==> src/rtl/pwm_pkg.sv <==
// pwm_pkg: shared widths, limits, state type and clamp helper for the PWM ramp controller
//   DC_W    duty-cycle width in bits
//   DC_MAX  highest legal duty cycle, percent
//   CNT_W   period-tick prescaler counter width
//   state_t controller states IDLE / RAMP
package pwm_pkg;
    localparam int DC_W = 7;
    localparam logic [DC_W-1:0] DC_MAX = 7'd100;
    localparam int CNT_W = 8;
    typedef enum logic {IDLE, RAMP} state_t;
    function automatic logic [DC_W-1:0] clamp_dc(input logic [DC_W-1:0] v);
        return v > DC_MAX ? DC_MAX : v;
    endfunction
endpackage

==> src/rtl/pwm_ramp_ctrl_if.sv <==
// pwm_ramp_ctrl_if: request / PWM-side bundle of the ramp controller
//   tgt_dc, tgt_valid, tgt_ready  target request handshake
//   period_tick                   one-cycle pulse at PWM counter wrap
//   dc, busy                      duty cycle to the PWM generator, ramp-in-progress flag
//   done                          ramp-complete pulse, only with PWM_RAMP_DONE_EN defined
interface pwm_ramp_ctrl_if;
    import pwm_pkg::*;
    logic [DC_W-1:0] tgt_dc;
    logic            tgt_valid;
    logic            tgt_ready;
    logic            period_tick;
    logic [DC_W-1:0] dc;
    logic            busy;
`ifdef PWM_RAMP_DONE_EN
    logic            done;
    modport master (output tgt_dc, tgt_valid, period_tick, input tgt_ready, dc, busy, done);
    modport slave  (input tgt_dc, tgt_valid, period_tick, output tgt_ready, dc, busy, done);
`else
    modport master (output tgt_dc, tgt_valid, period_tick, input tgt_ready, dc, busy);
    modport slave  (input tgt_dc, tgt_valid, period_tick, output tgt_ready, dc, busy);
`endif
endinterface

==> src/rtl/pwm_tick_div.sv <==
// pwm_tick_div: counts PWM period ticks and strobes once every PERIODS_PER_STEP ticks
//   i_clk, i_reset  clock, asynchronous active-high reset
//   i_clr           hold the count at zero
//   i_tick          PWM period tick
//   o_step          one-cycle strobe on the tick that completes a step interval
module pwm_tick_div
    import pwm_pkg::*;
#(
    parameter int PERIODS_PER_STEP = 4
) (
    input  logic i_clk,
    input  logic i_reset,
    input  logic i_clr,
    input  logic i_tick,
    output logic o_step
);
    logic [CNT_W-1:0] r_cnt;
    logic             w_wrap;
    assign w_wrap = r_cnt == CNT_W'(PERIODS_PER_STEP - 1);
    assign o_step = i_tick && !i_clr && w_wrap;
    always_ff @(posedge i_clk or posedge i_reset) begin
        if (i_reset)
            r_cnt <= '0;
        else if (i_clr)
            r_cnt <= '0;
        else if (i_tick)
            r_cnt <= w_wrap ? '0 : r_cnt + 1'b1;
    end
endmodule

==> src/rtl/pwm_ramp_ctrl.sv <==
// pwm_ramp_ctrl: ramps the PWM duty cycle toward a requested target in bounded steps on period boundaries
//   i_clk, i_reset  clock, asynchronous active-high reset
//   bus             pwm_ramp_ctrl_if slave: request handshake, period tick, dc/busy outputs
//   optional done pulse on the bus when PWM_RAMP_DONE_EN is defined
module pwm_ramp_ctrl
    import pwm_pkg::*;
#(
    parameter int STEP             = 1,
    parameter int PERIODS_PER_STEP = 4
) (
    input  logic           i_clk,
    input  logic           i_reset,
    pwm_ramp_ctrl_if.slave bus
);
    state_t          r_state, w_state_nxt;
    logic [DC_W-1:0] r_dc, r_tgt, w_dc_nxt, w_tgt_nxt, w_req;
    logic [7:0]      w_dc8, w_tgt8, w_dist, w_mv;
    logic            w_step;

    // the prescaler only runs while ramping, so every ramp starts from a zero count
    pwm_tick_div #(.PERIODS_PER_STEP(PERIODS_PER_STEP)) u_div (
        .i_clk  (i_clk),
        .i_reset(i_reset),
        .i_clr  (r_state == IDLE),
        .i_tick (bus.period_tick),
        .o_step (w_step)
    );

    assign w_req  = clamp_dc(bus.tgt_dc);
    assign w_dc8  = {1'b0, r_dc};
    assign w_tgt8 = {1'b0, r_tgt};
    assign w_dist = w_tgt8 > w_dc8 ? w_tgt8 - w_dc8 : w_dc8 - w_tgt8;
    // the last step shrinks to the remaining distance, so dc lands exactly on target
    assign w_mv   = w_dist < 8'(STEP) ? w_dist : 8'(STEP);

    always_comb begin
        w_state_nxt = r_state;
        w_dc_nxt    = r_dc;
        w_tgt_nxt   = r_tgt;
        if (r_state == IDLE) begin
            if (bus.tgt_valid) begin
                w_tgt_nxt   = w_req;
                w_state_nxt = w_req == r_dc ? IDLE : RAMP;
            end
        end else if (w_step) begin
            w_dc_nxt    = DC_W'(w_tgt8 > w_dc8 ? w_dc8 + w_mv : w_dc8 - w_mv);
            w_state_nxt = w_dc_nxt == r_tgt ? IDLE : RAMP;
        end
    end

    always_ff @(posedge i_clk or posedge i_reset) begin
        if (i_reset) begin
            r_state <= IDLE;
            r_dc    <= '0;
            r_tgt   <= '0;
        end else begin
            r_state <= w_state_nxt;
            r_dc    <= w_dc_nxt;
            r_tgt   <= w_tgt_nxt;
        end
    end

    assign bus.dc        = r_dc;
    assign bus.tgt_ready = r_state == IDLE;
    assign bus.busy      = r_state == RAMP;

`ifdef PWM_RAMP_DONE_EN
    logic r_done;
    always_ff @(posedge i_clk or posedge i_reset) begin
        if (i_reset)
            r_done <= 1'b0;
        else
            r_done <= r_state == RAMP && w_state_nxt == IDLE;
    end
    assign bus.done = r_done;
`endif
endmodule
==> src/flat_wrapper.sv <==
// flat-port wrapper written by rule: the top's interface ports become plain ports
module pwm_ramp_ctrl_flat import pwm_pkg::*;
#(
    parameter int STEP             = 1,
    parameter int PERIODS_PER_STEP = 4
)
  (i_clk, i_reset, bus_tgt_dc, bus_tgt_valid, bus_period_tick, bus_tgt_ready, bus_dc, bus_busy);
  pwm_ramp_ctrl_if bus_i ();
  input  logic i_clk;
  input  logic i_reset;
  input wire logic [$bits(bus_i.tgt_dc)-1:0] bus_tgt_dc;
  input wire logic [$bits(bus_i.tgt_valid)-1:0] bus_tgt_valid;
  input wire logic [$bits(bus_i.period_tick)-1:0] bus_period_tick;
  output wire logic [$bits(bus_i.tgt_ready)-1:0] bus_tgt_ready;
  output wire logic [$bits(bus_i.dc)-1:0] bus_dc;
  output wire logic [$bits(bus_i.busy)-1:0] bus_busy;
  assign bus_i.tgt_dc = bus_tgt_dc;
  assign bus_i.tgt_valid = bus_tgt_valid;
  assign bus_i.period_tick = bus_period_tick;
  assign bus_tgt_ready = bus_i.tgt_ready;
  assign bus_dc = bus_i.dc;
  assign bus_busy = bus_i.busy;
  pwm_ramp_ctrl #(.STEP(STEP), .PERIODS_PER_STEP(PERIODS_PER_STEP)) u_core (.i_clk(i_clk), .i_reset(i_reset), .bus(bus_i));
endmodule
==> config.mk <==
export PLATFORM = sky130hd
export DESIGN_NAME = pwm_ramp_ctrl_flat
export DESIGN_NICKNAME = d
export VERILOG_FILES = /design/src/rtl/pwm_pkg.sv /design/src/rtl/pwm_ramp_ctrl_if.sv /design/src/rtl/pwm_tick_div.sv /design/src/rtl/pwm_ramp_ctrl.sv /design/src/flat_wrapper.sv
export SDC_FILE = /design/constraint.sdc
export NUM_CORES = 1
export LEC_CHECK = 0
export CAP_MARGIN = 30
export CELL_PAD_IN_SITES_DETAIL_PLACEMENT = 1
export CELL_PAD_IN_SITES_GLOBAL_PLACEMENT = 2
export CORE_MARGIN = 1.5
export CORE_UTILIZATION = 33
export DETAILED_ROUTE_END_ITERATION = 16
export GPL_TIMING_DRIVEN = 1
export HOLD_SLACK_MARGIN = 0.15
export PLACE_DENSITY_LB_ADDON = 0.1
export SETUP_SLACK_MARGIN = 0.2
export SYNTH_ARGS = -nofsm -noshare
export SYNTH_HDL_FRONTEND = slang
export SYNTH_HIERARCHICAL = 1
export SYNTH_SLANG_ARGS = --single-unit
==> constraint.sdc <==
create_clock -name i_clk -period 3.82 [get_ports i_clk]
set_input_delay 0.573 -clock i_clk [delete_from_list [all_inputs] [get_ports i_clk]]
set_output_delay 0.573 -clock i_clk [all_outputs]
set_load 0.01 [all_outputs]
==> impl_summary.log, run 1 <==
INFO  metric first_pass_grt_wire_length = 12300 um
INFO  metric worst-path-max-fanout = 3
INFO  metric totalNegativeSetupSlack = -0.264 ns
INFO  metric layout_common_cells = buf_4, nand2_1, clkdlybuf4s50_1, inv_1, nor2_1
INFO  metric maxCapViolCount = 0
INFO  metric grt_max_degree = 16
INFO  metric final_routed_drc_violation_total = 0
INFO  metric grt_antenna_before_repair = 0
INFO  metric drtAntennaViolNets = 0
INFO  metric setup_violators_final = 2
INFO  metric ys.flop_type = dfrtp_1
INFO  metric clkSlewWorstSetupHoldPaths = 0.09 ns
INFO  metric crit_path_start_kind = register
INFO  metric drive_gt1_share = 37.1%
INFO  metric hold_viol = 0
INFO  metric failing_checks = setup timing
INFO  metric overall_global_routing_usage = 21.3%
INFO  metric grt_setup_unrepaired = true
INFO  metric max_freq = 250 MHz
INFO  metric outcome = finished with violations
INFO  metric gpl.final_weighted_congestion = 0.794
INFO  metric ioPinCount = 20
INFO  metric dpl.hpwl = 6090 um
INFO  metric htree_levels = 1
INFO  metric asyncSetResetFlopFracSynth = 100%
INFO  metric chipWidth = 87.4 um
INFO  metric worstMarginPinSlew = 0.659 ns
INFO  metric synthCells = 269
INFO  metric global_route.overflow_total = 0
INFO  metric hold_ws = 0.529 ns
INFO  metric pnr_worst_setup_slack = -0.186 ns
INFO  metric vias = 2256
INFO  metric finalCritPeriodShare = 105%
INFO  metric die_area = 0.00764 mm2
INFO  metric cp.arrival = 4.17 ns
INFO  metric nets_finish = 385
INFO  metric initial_utilization = 34.4%
INFO  metric critical_path_slowest_stage_cell = dfrtp_1
INFO  metric ys_seq_area_share = 24.5%
INFO  metric dieHeight = 87.4 um
INFO  metric post-route-util = 48.8%
INFO  metric worstHoldPathType = register to register
INFO  metric setup.reg_to_reg.worst_slack = -0.19 ns
INFO  metric cts_inserted_buffers = 3
INFO  metric finalMaxSlewViolations = 0
INFO  metric core.rowCount = 30
INFO  metric ctsRootBufferMaster = clkbuf_8
INFO  metric yosys.cell_types.count = 64
INFO  metric insertion_delay_to_the_later_sink_of_the_worst_skew_pair = 0.27 ns
INFO  metric grt_pass1_vias = 2262
INFO  metric cp-end-kind = register
INFO  metric cp_cell_sequence = inv_2 > ha_4 > inv_2 > fa_2 > buf_4 > xnor2_2 > o221a_2 > o311a_1 > o211ai_1 > a211oi_2 > ha_2 > and2_4 > fa_2 > buf_6 > xor2_4 > xnor2_2 > nor3_2 > and4b_1 > a21oi_2
INFO  metric timing.critical_path.slowest_cell_delay = 0.44 ns
INFO  metric worstPathRequired = 3.98 ns
INFO  metric mappedNetlistArea = 0.00235 mm2
INFO  metric synth-edff-count = 0
INFO  metric viasPerCell = 5.08
INFO  metric cts.path.max_buffers = 2
INFO  metric skew = 0.00313 ns
INFO  metric postSynthRegisterBits = 23
INFO  metric clock-sinks = 23
INFO  metric first_pass_iteration_count_of_the_detailed_router = 4
INFO  metric mostFrequentLayoutCell = buf_4
INFO  metric yosysWarnings = 6
INFO  metric fin_crit = 4.01 ns
INFO  metric timing.critical_path.buf_inv = 4
INFO  metric ys_top_cells_by_area = dfrtp_1, ha_1, inv_1, nand2_1, a21oi_1
INFO  metric insertedDiodeCount = 0
INFO  metric syn-mean-instance-area = 8.74 um2
INFO  metric syn-num-nets = 305
INFO  metric crit_family = adder cells
INFO  metric worst_slew_margin_rel = 56.0%
INFO  metric cts_tree = done
INFO  metric area_delta_synth_final = 41.8%
INFO  metric first_iter_violations = 78
INFO  metric worstSetupPathType = register to register
INFO  metric floorplan.core_area = 0.00683 mm2
INFO  metric count_of_buffers_inserted_at_the_top_level_ports = 19
INFO  metric post_drt_wl_per_cell = 17.1 um
INFO  metric routed_wirelength = 7600 um
INFO  metric yosys.area.top_type = dfrtp_1
INFO  metric synthDominantCellAreaShare = 24.5%
-- cell usage after synthesis (3+ instances only) --
cell type,count
a211o_1,3
a21o_1,7
a21oi_1,16
a31oi_1,5
a41oi_1,3
buf_6,4
dfrtp_1,23
fa_1,3
ha_1,22
inv_1,26
mux2_2,5
mux2i_1,3
nand2_1,26
nand2b_1,5
nand3_1,5
nor2_1,19
nor2b_1,3
o211ai_1,3
o21ai_0,15
xnor2_1,8
xor2_1,7
-- registers in the layout (all words and copies together), names as in the netlist --
register / flops
u_core/bus.dc: 7
u_core/r_tgt: 7
u_core/bus.busy: 1
u_core/u_div/r_cnt: 8
-- metrics by stage --
step	instance area, um2	std cells	setup slack, ns
CTS	3300	442	-0.170
finish	3330	444	-0.186
floorplan	2430	269	0.214
detailed placement	3080	430	-0.316
global placement	3080	430	-0.221
global route	3330	444	-0.369
-- path summary, 6_finish.rpt --
path | start | endpoint | cells after the start
min | u_core/u_div/r_cnt[7] | u_core/u_div/r_cnt[7] | 1
max reg2reg | u_core/r_tgt[0] | u_core/bus.busy | 19
min reg2reg | u_core/u_div/r_cnt[7] | u_core/u_div/r_cnt[7] | 1
min in group asynchronous | i_reset | u_core/u_div/r_cnt[7] | 2
max | u_core/r_tgt[0] | u_core/bus.busy | 19
max in group asynchronous | i_reset | u_core/bus.dc[1] | 2
-- timing repair --
item,in CTS,in global routing
endpoints found under the hold margin,0,0
pin swaps,28,10
hold buffers,0,0
setup endpoints to repair,6,6
gates resized for setup,26,5
setup buffers,8,2
-- layout make-up --
type | count | area (um2)
Tap cell | 96 | 120
Fill cell | 817 | 3500
Inverter | 27 | 101
Multi-Input combinational cell | 211 | 1810
Timing Repair Buffer | 83 | 678
Sequential cell | 23 | 583
Clock buffer | 4 | 45.0
-- cell families (layout without fill, tap and decap cells) --
kind of cell | after synthesis | in the layout | share of synthesized area [%]
buffers and inverters | 35 | 114 | 7.18
AO/OA/AOI/OAI | 83 | 83 | 25.9
multiplexers | 8 | 8 | 3.67
flip-flops | 23 | 23 | 24.5
AND/OR/NAND/NOR | 76 | 76 | 16.2
adder cells (fa/ha/maj) | 25 | 25 | 14.3
XOR/XNOR | 18 | 18 | 8.19
other | 1 | 1 | 0.159
-- routing by layer --
| metal | part of all wire, % | GRT usage [%] | vias up |
|---|---|---|---|
| met5 | 0 | 0 | - |
| met4 | 0.93 | 4.47 | 0 |
| met3 | 1.3 | 1.90 | 4 |
| met2 | 45 | 32.2 | 17 |
| met1 | 52 | 32.7 | 1118 |
| li1 | - | - | 1117 |
Power of run 1 is not shown: default switching activity piles up to over one toggle a cycle in this logic, so the estimate is an artifact.
==> run 2, diff against run 1 <==
--- a/config.mk
+++ b/config.mk
@@ -14,7 +14,6 @@
 export GPL_TIMING_DRIVEN = 1
 export HOLD_SLACK_MARGIN = 0.15
 export PLACE_DENSITY_LB_ADDON = 0.1
-export SETUP_SLACK_MARGIN = 0.2
 export SYNTH_ARGS = -nofsm -noshare
 export SYNTH_HDL_FRONTEND = slang
 export SYNTH_HIERARCHICAL = 1
==> impl_summary.log, run 2 (synthesis gave the netlist of run 1 again) <==
INFO  metric ctsRootBufferMaster = clkbuf_8
INFO  metric gpl.final_weighted_congestion = 0.838 (+5.5%)
INFO  metric outcome = finished with violations
INFO  metric largest_reg_flops = 8 (unchanged)
INFO  metric number_of_cells_in_the_finished_layout_apart_from_fillers = 447 (+0.68%)
INFO  metric final.fill_count = 804 (-1.6%)
INFO  metric overall_global_routing_usage = 21.0% (-0.32 points)
INFO  metric hold_viol = 0 (unchanged)
INFO  metric cts_tree = done
INFO  metric fin_crit = 4.05 ns (+0.0431 ns)
INFO  metric cp-end-kind = register
INFO  metric count_of_buffers_inserted_at_the_top_level_ports = 19 (unchanged)
INFO  metric core.rowCount = 30 (unchanged)
INFO  metric clock-sinks = 23 (unchanged)
INFO  metric worstHoldPathType = register to register
INFO  metric viasPerCell = 5.05 (-0.67%)
INFO  metric first_iter_violations = 59 (-24%)
INFO  metric worstPathRequired = 3.99 ns (about the same)
INFO  metric crit_path_start_kind = register
INFO  metric nets_finish = 388 (+0.78%)
INFO  metric post_drt_wl_per_cell = 16.6 um (-2.8%)
INFO  metric worst-path-max-fanout = 3 (unchanged)
INFO  metric worst_r2r_startpoint = u_core/bus.dc[0]
INFO  metric global_route.overflow_total = 0 (unchanged)
INFO  metric worst_hold_startpoint = u_core/u_div/r_cnt[7]
INFO  metric insertion_delay_to_the_later_sink_of_the_worst_skew_pair = 0.28 ns (about the same)
INFO  metric layout_common_cells = buf_4, nand2_1, inv_1
INFO  metric finalCritPeriodShare = 106% (+1.1 points)
INFO  metric dieHeight = 87.4 um (unchanged)
INFO  metric clkSlewWorstSetupHoldPaths = 0.10 ns (about the same)
INFO  metric first_pass_iteration_count_of_the_detailed_router = 4 (unchanged)
INFO  metric ioPinCount = 20 (unchanged)
INFO  metric chipWidth = 87.4 um (unchanged)
INFO  metric hold_ws = 0.540 ns (+0.0115 ns)
INFO  metric maxCapViolCount = 0 (unchanged)
INFO  metric area_delta_synth_final = 41.5%
INFO  metric routed_wirelength = 7440 um (-2.2%)
INFO  metric finalInstanceArea = 0.00333 mm2 (-0.15%)
INFO  metric insertedDiodeCount = 0 (unchanged)
INFO  metric post-place-cells = 434 (+0.93%)
INFO  metric worst_slew_margin_rel = 52.6% (-3.4 points)
INFO  metric drtAntennaViolNets = 0 (unchanged)
INFO  metric r2r.worst_path.cells = 19 (unchanged)
INFO  metric drive_gt1_share = 36.2% (-0.89 points)
INFO  metric dpl.hpwl = 5830 um (-4.4%)
INFO  metric grt_setup_unrepaired = true
INFO  metric max_freq = 247 MHz (-1.1%)
INFO  metric final_routed_drc_violation_total = 0 (unchanged)
INFO  metric cts.path.max_buffers = 2 (unchanged)
INFO  metric grt_pass1_vias = 2355 (+4.1%)
INFO  metric register_name_with_the_most_flops = u_core/u_div/r_cnt
INFO  metric skew = 0.00809 ns (+0.00496 ns)
INFO  metric pnr_worst_setup_slack = -0.229 ns (-0.0431 ns)
INFO  metric failing_checks = setup timing
INFO  metric postCtsHoldBufs = 0 (unchanged)
INFO  metric whs_path_depth = 1 (unchanged)
INFO  metric setup_violators_final = 3 (+1)
INFO  metric initial_utilization = 34.4% (unchanged)
INFO  metric vias = 2256 (unchanged)
INFO  metric grt_max_degree = 16 (unchanged)
INFO  metric die_area = 0.00764 mm2 (unchanged)
INFO  metric cts_inserted_buffers = 3 (unchanged)
INFO  metric floorplan.core_area = 0.00683 mm2 (unchanged)
INFO  metric first_pass_grt_wire_length = 12100 um (-1.6%)
INFO  metric worstSetupPathType = register to register
INFO  metric finalMaxSlewViolations = 0 (unchanged)
INFO  metric cp.arrival = 4.22 ns (+0.05 ns)
INFO  metric place_area = 0.00306 mm2 (-0.69%)
INFO  metric worstMarginPinSlew = 0.710 ns (+0.0509 ns)
INFO  metric mostFrequentLayoutCell = buf_4
INFO  metric grt_antenna_before_repair = 0 (unchanged)
INFO  metric setup.worst_path.start = u_core/bus.dc[0]
INFO  metric htree_levels = 1 (unchanged)
## run 2: cell types whose count changed in the layout (fill, tap and decap cells not counted), sizes merged
cell    before  now
buf         64   67
clkbuf       4    3
clkinv       0    1
## run 2: through the flow
stage	setup WS [ns]	setup TNS (ns)	util, %
after floorplan	0.0256	0	-
after global placement	-0.488	-1.20	44.8
after detailed placement	-0.501	-1.40	44.8
after CTS	-0.225	-0.431	48.1
after global routing	-0.425	-1.25	48.7
final	-0.229	-0.497	48.7
## run 2: final timing paths
check	slack, ns	end
worst min-delay path	0.54	u_core/u_div/r_cnt[7]
worst max-delay path	-0.23	u_core/bus.busy
worst min register to register	0.54	u_core/u_div/r_cnt[7]
min in group asynchronous	0.56	u_core/u_div/r_cnt[7]
worst max register to register	-0.23	u_core/bus.busy
max in group asynchronous	2.60	u_core/bus.dc[3]
## run 2: area by class of cell
| type | count | area [um2] | share of cell area, % |
|---|---|---|---|
| Sequential cell | 23 | 582 | 17.5 |
| Inverter | 27 | 101 | 3.04 |
| Multi-Input combinational cell | 211 | 1790 | 53.7 |
| Clock buffer | 3 | 41.3 | 1.24 |
| Clock inverter | 1 | 5.00 | 0.150 |
| Tap cell | 96 | 120 | 3.61 |
| Timing Repair Buffer | 86 | 693 | 20.8 |
## run 2: timing repair
item / in CTS / in global routing
hold endpoints to repair: 0 / 0
buffers inserted: 9 / 1
setup endpoints to repair: 5 / 5
pin swaps: 25 / 13
resized for setup: 24 / 6
## run 2: worst max-delay path, cell delays in order (launching register included)
cell,delay [ns]
dfrtp_2,0.42
buf_4,0.14
ha_1,0.21
inv_1,0.08
fa_2,0.21
nand3_2,0.09
a21o_1,0.23
a21oi_4,0.16
mux2i_2,0.29
xnor2_2,0.16
a211oi_2,0.07
ha_1,0.21
a211o_2,0.29
ha_4,0.27
o21ai_0,0.11
a2111o_1,0.41
o211ai_1,0.15
xnor2_1,0.15
and4b_1,0.24
a21oi_2,0.06
## run 2: metal layers
metal  up-vias  GRT usage [%]  routed length (um)
li1       1122              -                   -
met1      1103           28.9                3640
met2        20           34.6                3540
met3        11           2.09                 121
met4         0           6.06                 142
met5         -              0                   0
Power of run 2 is left out for the same reason.
